## config.mk

```make
export PLATFORM = sky130hd
export DESIGN_NAME = reset_seq_ctrl
export DESIGN_NICKNAME = d
export VERILOG_FILES = /design/src/rtl/reset_seq_ctrl.sv
export SDC_FILE = /design/constraint.sdc
export NUM_CORES = 1
export LEC_CHECK = 0
export ABC_AREA = 1
export ABC_CLOCK_PERIOD_IN_PS = 3500
export BUFFER_PORTS_ARGS = -buffer_cell sky130_fd_sc_hd__buf_2
export CAP_MARGIN = 20
export CORE_ASPECT_RATIO = 1.1
export CORE_UTILIZATION = 61
export CTS_CLUSTER_SIZE = 30
export DETAILED_ROUTE_END_ITERATION = 6
export PLACE_DENSITY = 0.81
export SYNTH_ARGS = -nofsm -noshare
export SYNTH_HDL_FRONTEND = slang
export SYNTH_SLANG_ARGS = --single-unit
```

## constraint.sdc

```tcl
create_clock -name sys_clk -period 3.5 [get_ports sys_clk]
set_clock_uncertainty 0.05 [all_clocks]
set_input_delay 0.35 -clock sys_clk [delete_from_list [all_inputs] [get_ports sys_clk]]
set_output_delay 0.35 -clock sys_clk [all_outputs]
set_load 0.01 [all_outputs]
```

## src/rtl/reset_seq_ctrl.sv

```systemverilog
// reset_seq_ctrl: sequences N_DOM active-low domain resets in ascending order.
// Latency: bit 0 releases HOLD counting edges after the last reset/soft edge;
//          each following bit releases GAP edges after the previous one.
// Backpressure: none. A soft reset (or loss of lock) restarts the whole sequence.
//
// Ports:
//   sys_clk     sole clock, rising edge
//   rst_n       asynchronous active-low reset (synchronized internally for release)
//   i_soft_rst  synchronous level soft-reset request, active-high
//   i_locked    (only with RST_SEQ_LOCK_EN) async clock-lock qualifier
//   o_rst_n     per-domain active-low resets, bit 0 released first
//   o_stage     number of domains currently released
//   o_done      high once every domain is released
//
// Optional feature: define RST_SEQ_LOCK_EN to add the i_locked qualifier.

module reset_seq_ctrl #(
  parameter int N_DOM = 4,
  parameter int HOLD  = 8,
  parameter int GAP   = 16
) (
  input  logic             sys_clk,
  input  logic             rst_n,
`ifdef RST_SEQ_LOCK_EN
  input  logic             i_locked,
`endif
  input  logic             i_soft_rst,
  output logic [N_DOM-1:0] o_rst_n,
  output logic [3:0]       o_stage,
  output logic             o_done
);

  localparam logic [7:0] HOLD_CNT = 8'(HOLD);
  localparam logic [7:0] GAP_CNT  = 8'(GAP);
  localparam logic [3:0] LAST_IDX = 4'(N_DOM - 1);

  typedef enum logic [1:0] {
    ST_ASSERT  = 2'd0,
    ST_RELEASE = 2'd1,
    ST_DONE    = 2'd2
  } state_t;

  // Reset synchronizer: asserts with rst_n, releases on the 2nd edge after it rises.
  logic [1:0] rst_sync_q;
  logic       rst_int_n;

  always_ff @(posedge sys_clk or negedge rst_n) begin
    if (!rst_n) begin
      rst_sync_q <= 2'b00;
    end else begin
      rst_sync_q <= {rst_sync_q[0], 1'b1};
    end
  end

  assign rst_int_n = rst_sync_q[1];

  logic lock_ok;

`ifdef RST_SEQ_LOCK_EN
  logic [1:0] lock_sync_q;

  always_ff @(posedge sys_clk or negedge rst_n) begin
    if (!rst_n) begin
      lock_sync_q <= 2'b00;
    end else begin
      lock_sync_q <= {lock_sync_q[0], i_locked};
    end
  end

  assign lock_ok = lock_sync_q[1];
`else
  assign lock_ok = 1'b1;
`endif

  state_t           state_q, state_d;
  logic [7:0]       cnt_q, cnt_d;
  logic [N_DOM-1:0] rst_vec_q, rst_vec_d;
  logic [3:0]       stage_q, stage_d;
  logic             done_q, done_d;

  logic restart;
  logic elapsed;
  logic step;

  always_comb begin
    state_d   = state_q;
    cnt_d     = cnt_q;
    rst_vec_d = rst_vec_q;
    stage_d   = stage_q;
    done_d    = done_q;

    // Lost lock only matters once we have started releasing; in ASSERT it
    // merely blocks the exit.
    restart = !rst_int_n || i_soft_rst || (!lock_ok && (state_q != ST_ASSERT));
    // Counter reaching 1 on a counting edge means HOLD/GAP edges have elapsed
    // on this edge; 0 only occurs while waiting for lock after HOLD expired.
    elapsed = (cnt_q <= 8'd1);
    step    = 1'b0;

    if (restart) begin
      state_d   = ST_ASSERT;
      cnt_d     = HOLD_CNT;
      rst_vec_d = '0;
      stage_d   = 4'd0;
      done_d    = 1'b0;
    end else begin
      unique case (state_q)
        ST_ASSERT: begin
          if (elapsed && lock_ok) begin
            step = 1'b1;
          end else if (cnt_q != 8'd0) begin
            cnt_d = cnt_q - 8'd1;
          end
        end
        ST_RELEASE: begin
          if (elapsed) begin
            step = 1'b1;
          end else begin
            cnt_d = cnt_q - 8'd1;
          end
        end
        default: begin
          // ST_DONE holds until a restart cause appears.
        end
      endcase

      if (step) begin
        // Exactly one new bit per step: the one indexed by the current stage.
        for (int i = 0; i < N_DOM; i++) begin
          if (4'(i) == stage_q) begin
            rst_vec_d[i] = 1'b1;
          end
        end
        stage_d = stage_q + 4'd1;
        if (stage_q == LAST_IDX) begin
          state_d = ST_DONE;
          done_d  = 1'b1;
        end else begin
          state_d = ST_RELEASE;
          cnt_d   = GAP_CNT;
        end
      end
    end
  end

  always_ff @(posedge sys_clk or negedge rst_n) begin
    if (!rst_n) begin
      state_q   <= ST_ASSERT;
      cnt_q     <= HOLD_CNT;
      rst_vec_q <= '0;
      stage_q   <= 4'd0;
      done_q    <= 1'b0;
    end else begin
      state_q   <= state_d;
      cnt_q     <= cnt_d;
      rst_vec_q <= rst_vec_d;
      stage_q   <= stage_d;
      done_q    <= done_d;
    end
  end

  assign o_rst_n = rst_vec_q;
  assign o_stage = stage_q;
  assign o_done  = done_q;

endmodule
```

==> out/qor.yml, run 1 <==
worst_setup_path:
  crit_chain: "inv_1 -> ha_1 -> nor2_2 -> nor2_4 -> nand3_4 -> o21ai_2 -> inv_2 -> nand2_2 -> nor2_1"
  end_kind: "register"
  cpMaxStageDelayCell: "dfrtp_1"
  critPathArrivalTime_ps: 1860
  worstPathMaxFanout: 6
  cpPeakStageDelay_ps: 420
  critPathLaunchType: "register"
  crit_type: "reg -> reg"
  required_ps: 3650
pwr:
  p_leak_uw: 0.000629
  peakVddDrop_uv: 289
  power_density_mw_per_mm2: 431
routing:
  vias: 933
  wirelength_um: 2210
  wl_per_cell_um: 12.8
  drtIter0Drc: 43
  ant_nets: 0
  route.detailed.drc: 2
  dr.pass1.iters: 6
  avgViaCountPerCell: 5.42
die:
  die-area_mm2: 0.00206
  die_h_um: 47.5
  dieWidth_um: 43.4
  core_area_mm2: 0.00178
  pin_count: 12
  start_util_pct: 64.4
  row_count: 16
synthesis:
  mappedNetlistArea_mm2: 0.00115
  ys_seq_elements: 20
  syn-num-nets: 149
  yosysSeqAreaShare_pct: 43.7
  synth.distinct_cells: 27
  ys.warnings.count: 0
  synth_edf_count: 0
  ys_async_sr_fraction_pct: 100
  syn_avg_cell_area_um2: 8.25
  syn-instance-count: 139
  synthFlopType: "dfrtp_1"
clock_network:
  path_clk_slew_ps: 110
  cts_tree: "yes"
  clock_latency_ps: 300
  ctsHtreeMaxLevel: 1
  clkSinkCount: 20
  cts_resized: 0
  cts_made_buffers: 3
  cts.path.max_buffers: 2
  cts-root-buf: "clkbuf_4"
timing:
  fin_crit_ps: 1710
  maxSlewViolCount: 0
  rsz0062_at_grt: "false"
  max_clock_freq_mhz: 585
  hold_viol: 0
  setup_ws_ps: 1790
  setup_violations: 0
  finalCritPeriodShare_pct: 48.8
  setup_tns_ps: 0
final_layout:
  drive_gt1_share_pct: 20.8
  utilization_pct: 70.9
  antennaDiodeCount: 0
  synthToLayoutAreaGrowth_pct: 10.1
  nNetsFinal: 165
  n_fill_cell: 134
status:
  status: "finished, violations left"
  violations: "DRC"
placement:
  port-buffer-count: 11
  hpwl_um: 1710
  gp_congestion: 0.824
  place_ws_ps: 1820
global_routing:
  grt_max_degree: 21
  grt_pass1_vias: 891
  grt_antenna_before_repair: 0
  grt_pass1_wl_um: 3690
  grtUsageTotal_pct: 25.0
  grt_overflow: 0
worst_hold_path:
  worstHoldPathType: "in -> reg"
flow_run:
  max_cap_viol_count: 0
## power breakdown
part           internal (µW)  switching (µW)  total [µW]
Clock                   63.5            69.5         133
Combinational           52.7             102         155
Sequential               246            11.5         257
Total                    362             183         545
## kinds of logic after synthesis
family | synth area share [%]
AND/OR/NAND/NOR | 28.5
buffers and inverters | 7.74
flip-flops | 43.7
AO/OA/AOI/OAI | 9.05
adder cells (fa/ha/maj) | 7.63
XOR/XNOR | 3.05
other | 0.327
## repair_timing
item,4_1_cts,5_1_grt
setup buffers,0,0
hold buffers,1,0
endpoints found under the hold margin,19,0
## synth_stat cells (all sizes together) (2+ instances only)
| cell type | number | area (µm²) |
|---|---|---|
| a21oi | 8 | 40.0 |
| dfrtp | 19 | 475 |
| ha | 7 | 87.6 |
| inv | 21 | 81.3 |
| nand2 | 27 | 106 |
| nand3 | 18 | 108 |
| nand4 | 2 | 12.5 |
| nor2 | 18 | 85.1 |
| nor3 | 3 | 15.0 |
| o21ai | 5 | 32.5 |
| xor2 | 3 | 26.3 |
## critical path: cells and delay by family (launching register included)
family	cells	cell delay, ps
adder cells (fa/ha/maj)	1	270
buffers and inverters	2	210
AND/OR/NAND/NOR	5	460
flip-flops	1	420
AO/OA/AOI/OAI	1	180
## sequential cells by signal, indices dropped and copies added (netlist names)
name        flops
cnt_q           8
o_rst_n         4
o_stage         4
rst_sync_q      2
state_q         2
## cell usage in the layout, fill, tap and decap left out
master	Yosys	final
dfrtp_1	19	19
nor2_4	1	1
xnor2_1	1	1
conb_1	1	1
o211a_1	1	1
dlygate4sd3_1	0	1
nor3_1	3	3
o21ai_0	3	3
buf_2	0	11
nand4_1	2	2
a31oi_1	1	1
xor2_1	3	3
nor2_2	4	4
nand2_1	25	25
dfstp_2	1	1
nand3_1	16	16
o21ai_2	2	2
nand3_4	1	1
a21boi_0	1	1
inv_1	16	16
inv_4	1	1
clkbuf_8	0	1
inv_2	4	4
ha_1	7	7
clkbuf_4	0	3
nand3_2	1	1
nand2_2	2	2
a21oi_1	8	8
o31ai_1	1	1
nor2_1	13	13
## area by class of cell
| class | instances | area, µm² | share of cell area [%] |
|---|---|---|---|
| sequential | 20 | 502 | 39.7 |
| timing repair buffer | 12 | 65.1 | 5.15 |
| multi-input combinational | 97 | 557 | 44.1 |
| clock buffer | 4 | 36.3 | 2.87 |
| inverter | 21 | 81.3 | 6.44 |
| tap | 18 | 22.5 | 1.78 |
## per-layer routing
layer | routed length (µm) | share of wire, % | global-route usage (%) | vias up
li1 | - | - | - | 473
met1 | 970 | 44 | 28.0 | 443
met2 | 1170 | 53 | 49.4 | 13
met3 | 44 | 2.0 | 4.53 | 4
met4 | 22 | 1.0 | 7.50 | 0
met5 | 0 | 0 | 0 | -
## stage by stage
step	hold slack [ps]	instances	cell area [µm²]	power, µW
after floorplan	4.41	139	1150	379
after global placement	266	167	1220	410
after detailed placement	270	167	1220	415
after CTS	283	172	1260	547
after global routing	312	172	1260	577
final	287	172	1260	545
## path summary, 6_finish.rpt
| check | start | to | slack, ps | cells after the start |
|---|---|---|---|---|
| worst max-delay path | cnt_q[0] | cnt_q[5] | 1790 | 9 |
| max in group asynchronous | rst_n | cnt_q[3] | 2610 | 2 |
| min in group asynchronous | rst_n | cnt_q[6] | 460 | 2 |
| worst min-delay path | i_soft_rst | cnt_q[3] | 290 | 3 |
| worst max register to register | cnt_q[0] | cnt_q[5] | 1790 | 9 |
| worst min register to register | rst_sync_q[0] | rst_sync_q[1] | 310 | 0 |
No activity file was read; power rests on OpenSTA's default activity.
==> run 2, diff against run 1 <==
Settings changed: ABC_CLOCK_PERIOD_IN_PS 3500 to 1800, CORE_UTILIZATION 61 to 57, PLACE_DENSITY 0.81 to 0.77.
Clock period 3.5 ns to 1.8 ns, I/O delays scaled along.
==> run 2 against run 1 <==
Against the previous run:
- maximum frequency rose by 4.8%
- the run now ends clean
- sequential cell count unchanged
- sequential share of layout area decreased by 0.85 points
- highest routed layer unchanged
- hold slack worse by 160 ps
- die area increased by 6.7%
- critical path depth did not move
- combinational power increased by 89%
- non-clock buffer count unchanged
==> out/qor.yml, run 2 (same netlist as run 1, synthesis figures left out) <==
die:
  dieWidth_um: 44.8  # was 43.4 µm
  start_util_pct: 62.3  # was 64.4%
  die_h_um: 49.1  # was 47.5 µm
  row_count: 16  # unchanged
  pin_count: 12  # unchanged
  core_area_mm2: 0.00184  # was 0.00178 mm²
  die-area_mm2: 0.00220  # was 0.00206 mm²
clock_network:
  cts_resized: 0  # unchanged
  clkSinkCount: 20  # unchanged
  path_clk_slew_ps: 110  # about the same
  clock_latency_ps: 300  # about the same
  cts_made_buffers: 3  # unchanged
  ctsHtreeMaxLevel: 1  # unchanged
  cts_tree: "yes"  # unchanged
  cts.path.max_buffers: 2  # unchanged
  postCtsSetupRepairBufs: 0  # unchanged
  cts-root-buf: "clkbuf_4"  # unchanged
worst_setup_path:
  critPathLaunchType: "register"  # unchanged
  required_ps: 1950  # was 3650 ps
  crit_type: "reg -> reg"  # unchanged
  critPathLaunch: "cnt_q[0]"  # unchanged
  critPathArrivalTime_ps: 1780  # was 1860 ps
  crit_chain: "inv_1 -> ha_1 -> nor2_2 -> nor2_4 -> nand3_4 -> o21ai_2 -> inv_2 -> nand2_2 -> nor2_1"  # unchanged
  critPathTopFamily: "simple AND/OR/NAND/NOR gates"  # unchanged
  r2r_start: "cnt_q[0]"  # unchanged
  worstPathMaxFanout: 6  # unchanged
  cpPeakStageDelay_ps: 410  # was 420 ps
  end_kind: "register"  # unchanged
  cpMaxStageDelayCell: "dfrtp_1"  # unchanged
  cp_num_buf_inv: 2  # unchanged
routing:
  route.detailed.drc: 0  # was 2
  wirelength_um: 2070  # was 2210 µm
  wl_per_cell_um: 11.4  # was 12.8 µm
  ant_nets: 0  # unchanged
  avgViaCountPerCell: 5.15  # was 5.42
  drtIter0Drc: 23  # was 43
  dr.pass1.iters: 7  # was 6
  vias: 932  # was 933
global_routing:
  grt_overflow: 0  # unchanged
  grt_antenna_before_repair: 0  # unchanged
  grt_pass1_wl_um: 3700  # was 3690 µm
  grt_pass1_vias: 885  # was 891
  grtUsageTotal_pct: 22.6  # was 25.0%
  grt_max_degree: 21  # unchanged
flow_run:
  max_cap_viol_count: 0  # unchanged
timing:
  rsz0062_at_grt: "false"  # unchanged
  hold_viol: 0  # unchanged
  setup_violations: 0  # unchanged
  fin_crit_ps: 1630  # was 1710 ps
  maxSlewViolCount: 0  # unchanged
  finalCritPeriodShare_pct: 90.6  # was 48.8%
  setup_tns_ps: 0  # unchanged
  max_clock_freq_mhz: 613  # was 585 MHz
final_layout:
  final_common_cell: "nand2_1"  # unchanged
  layout.cells.non_filler: 181  # was 172
  nNetsFinal: 165  # unchanged
  top_register: "cnt_q"  # unchanged
  largest_reg_flops: 8  # unchanged
  synthToLayoutAreaGrowth_pct: 12.5  # was 10.1%
  final_cell_mix: "nand2_1, dfrtp_1, inv_1, nand3_1, nor2_1"  # unchanged
  antennaDiodeCount: 0  # unchanged
  drive_gt1_share_pct: 20.8  # unchanged
worst_hold_path:
  worstHoldPathType: "in -> reg"  # unchanged
  hold_start: "i_soft_rst"  # unchanged
pwr:
  peakVddDrop_uv: 560  # was 289 µV
  p_leak_uw: 0.000636  # was 0.000629 µW
  power_uw: 1150  # was 545 µW
  power_density_mw_per_mm2: 893  # was 431 mW/mm²
status:
  status: "complete, no violations"  # was finished, violations left
placement:
  gp_congestion: 0.886  # was 0.824
  placedCellCount: 176  # was 167
  port-buffer-count: 11  # unchanged
  hpwl_um: 1620  # was 1710 µm
[run 2: layer usage]
layer / share of wire (%) / global-route usage, % / vias to the layer above / routed length, µm
li1: - / - / 475 / -
met1: 44 / 29.3 / 439 / 905
met2: 53 / 38.7 / 13 / 1090
met3: 1.8 / 2.22 / 5 / 38
met4: 1.7 / 7.58 / 0 / 36
met5: 0 / 0 / - / 0
[run 2: layout make-up]
class                           instances  area [µm²]
Timing Repair Buffer                   12        65.1
Clock inverter                          1        30.0
Fill cell                             164         551
Sequential cell                        20         502
Inverter                               21        81.3
Multi-Input combinational cell         97         557
Tap cell                               27        33.8
Clock buffer                            3        22.5
[run 2: power by group]
group / internal, µW / total (µW) / switching (µW)
combinational: 101 / 293 / 191
clock: 225 / 360 / 135
sequential: 478 / 500 / 21.9
[run 2: per-stage QoR]
step | hold slack [ps] | util (%) | area [µm²] | setup slack (ps)
final | 124 | 70.1 | 1290 | 169
after global placement | 101 | 66.7 | 1230 | 216
after detailed placement | 103 | 66.7 | 1230 | 176
after CTS | 120 | 70.1 | 1290 | 163
after global routing | 146 | 70.1 | 1290 | 7.80
after floorplan | -166 | - | 1150 | 285
[run 2: tightest hold or removal path, stage by stage]
cell and delay (ps):
buf_2 80, nor2_2 90, nand3_1 90
[run 2: path summary, 6_finish.rpt]
kind,endpoint,slack (ps),depth (start not counted)
setup / recovery,cnt_q[5],170,9
hold / removal,cnt_q[3],120,3
setup reg to reg,cnt_q[5],170,9
hold reg to reg,rst_sync_q[1],310,0
max in group asynchronous,cnt_q[3],1060,2
min in group asynchronous,o_rst_n[3],300,2
[run 2: repair_timing]
action / CTS / global route
endpoints found under the setup margin: 0 / 0
hold buffers: 1 / 0
endpoints found under the hold margin: 19 / 0
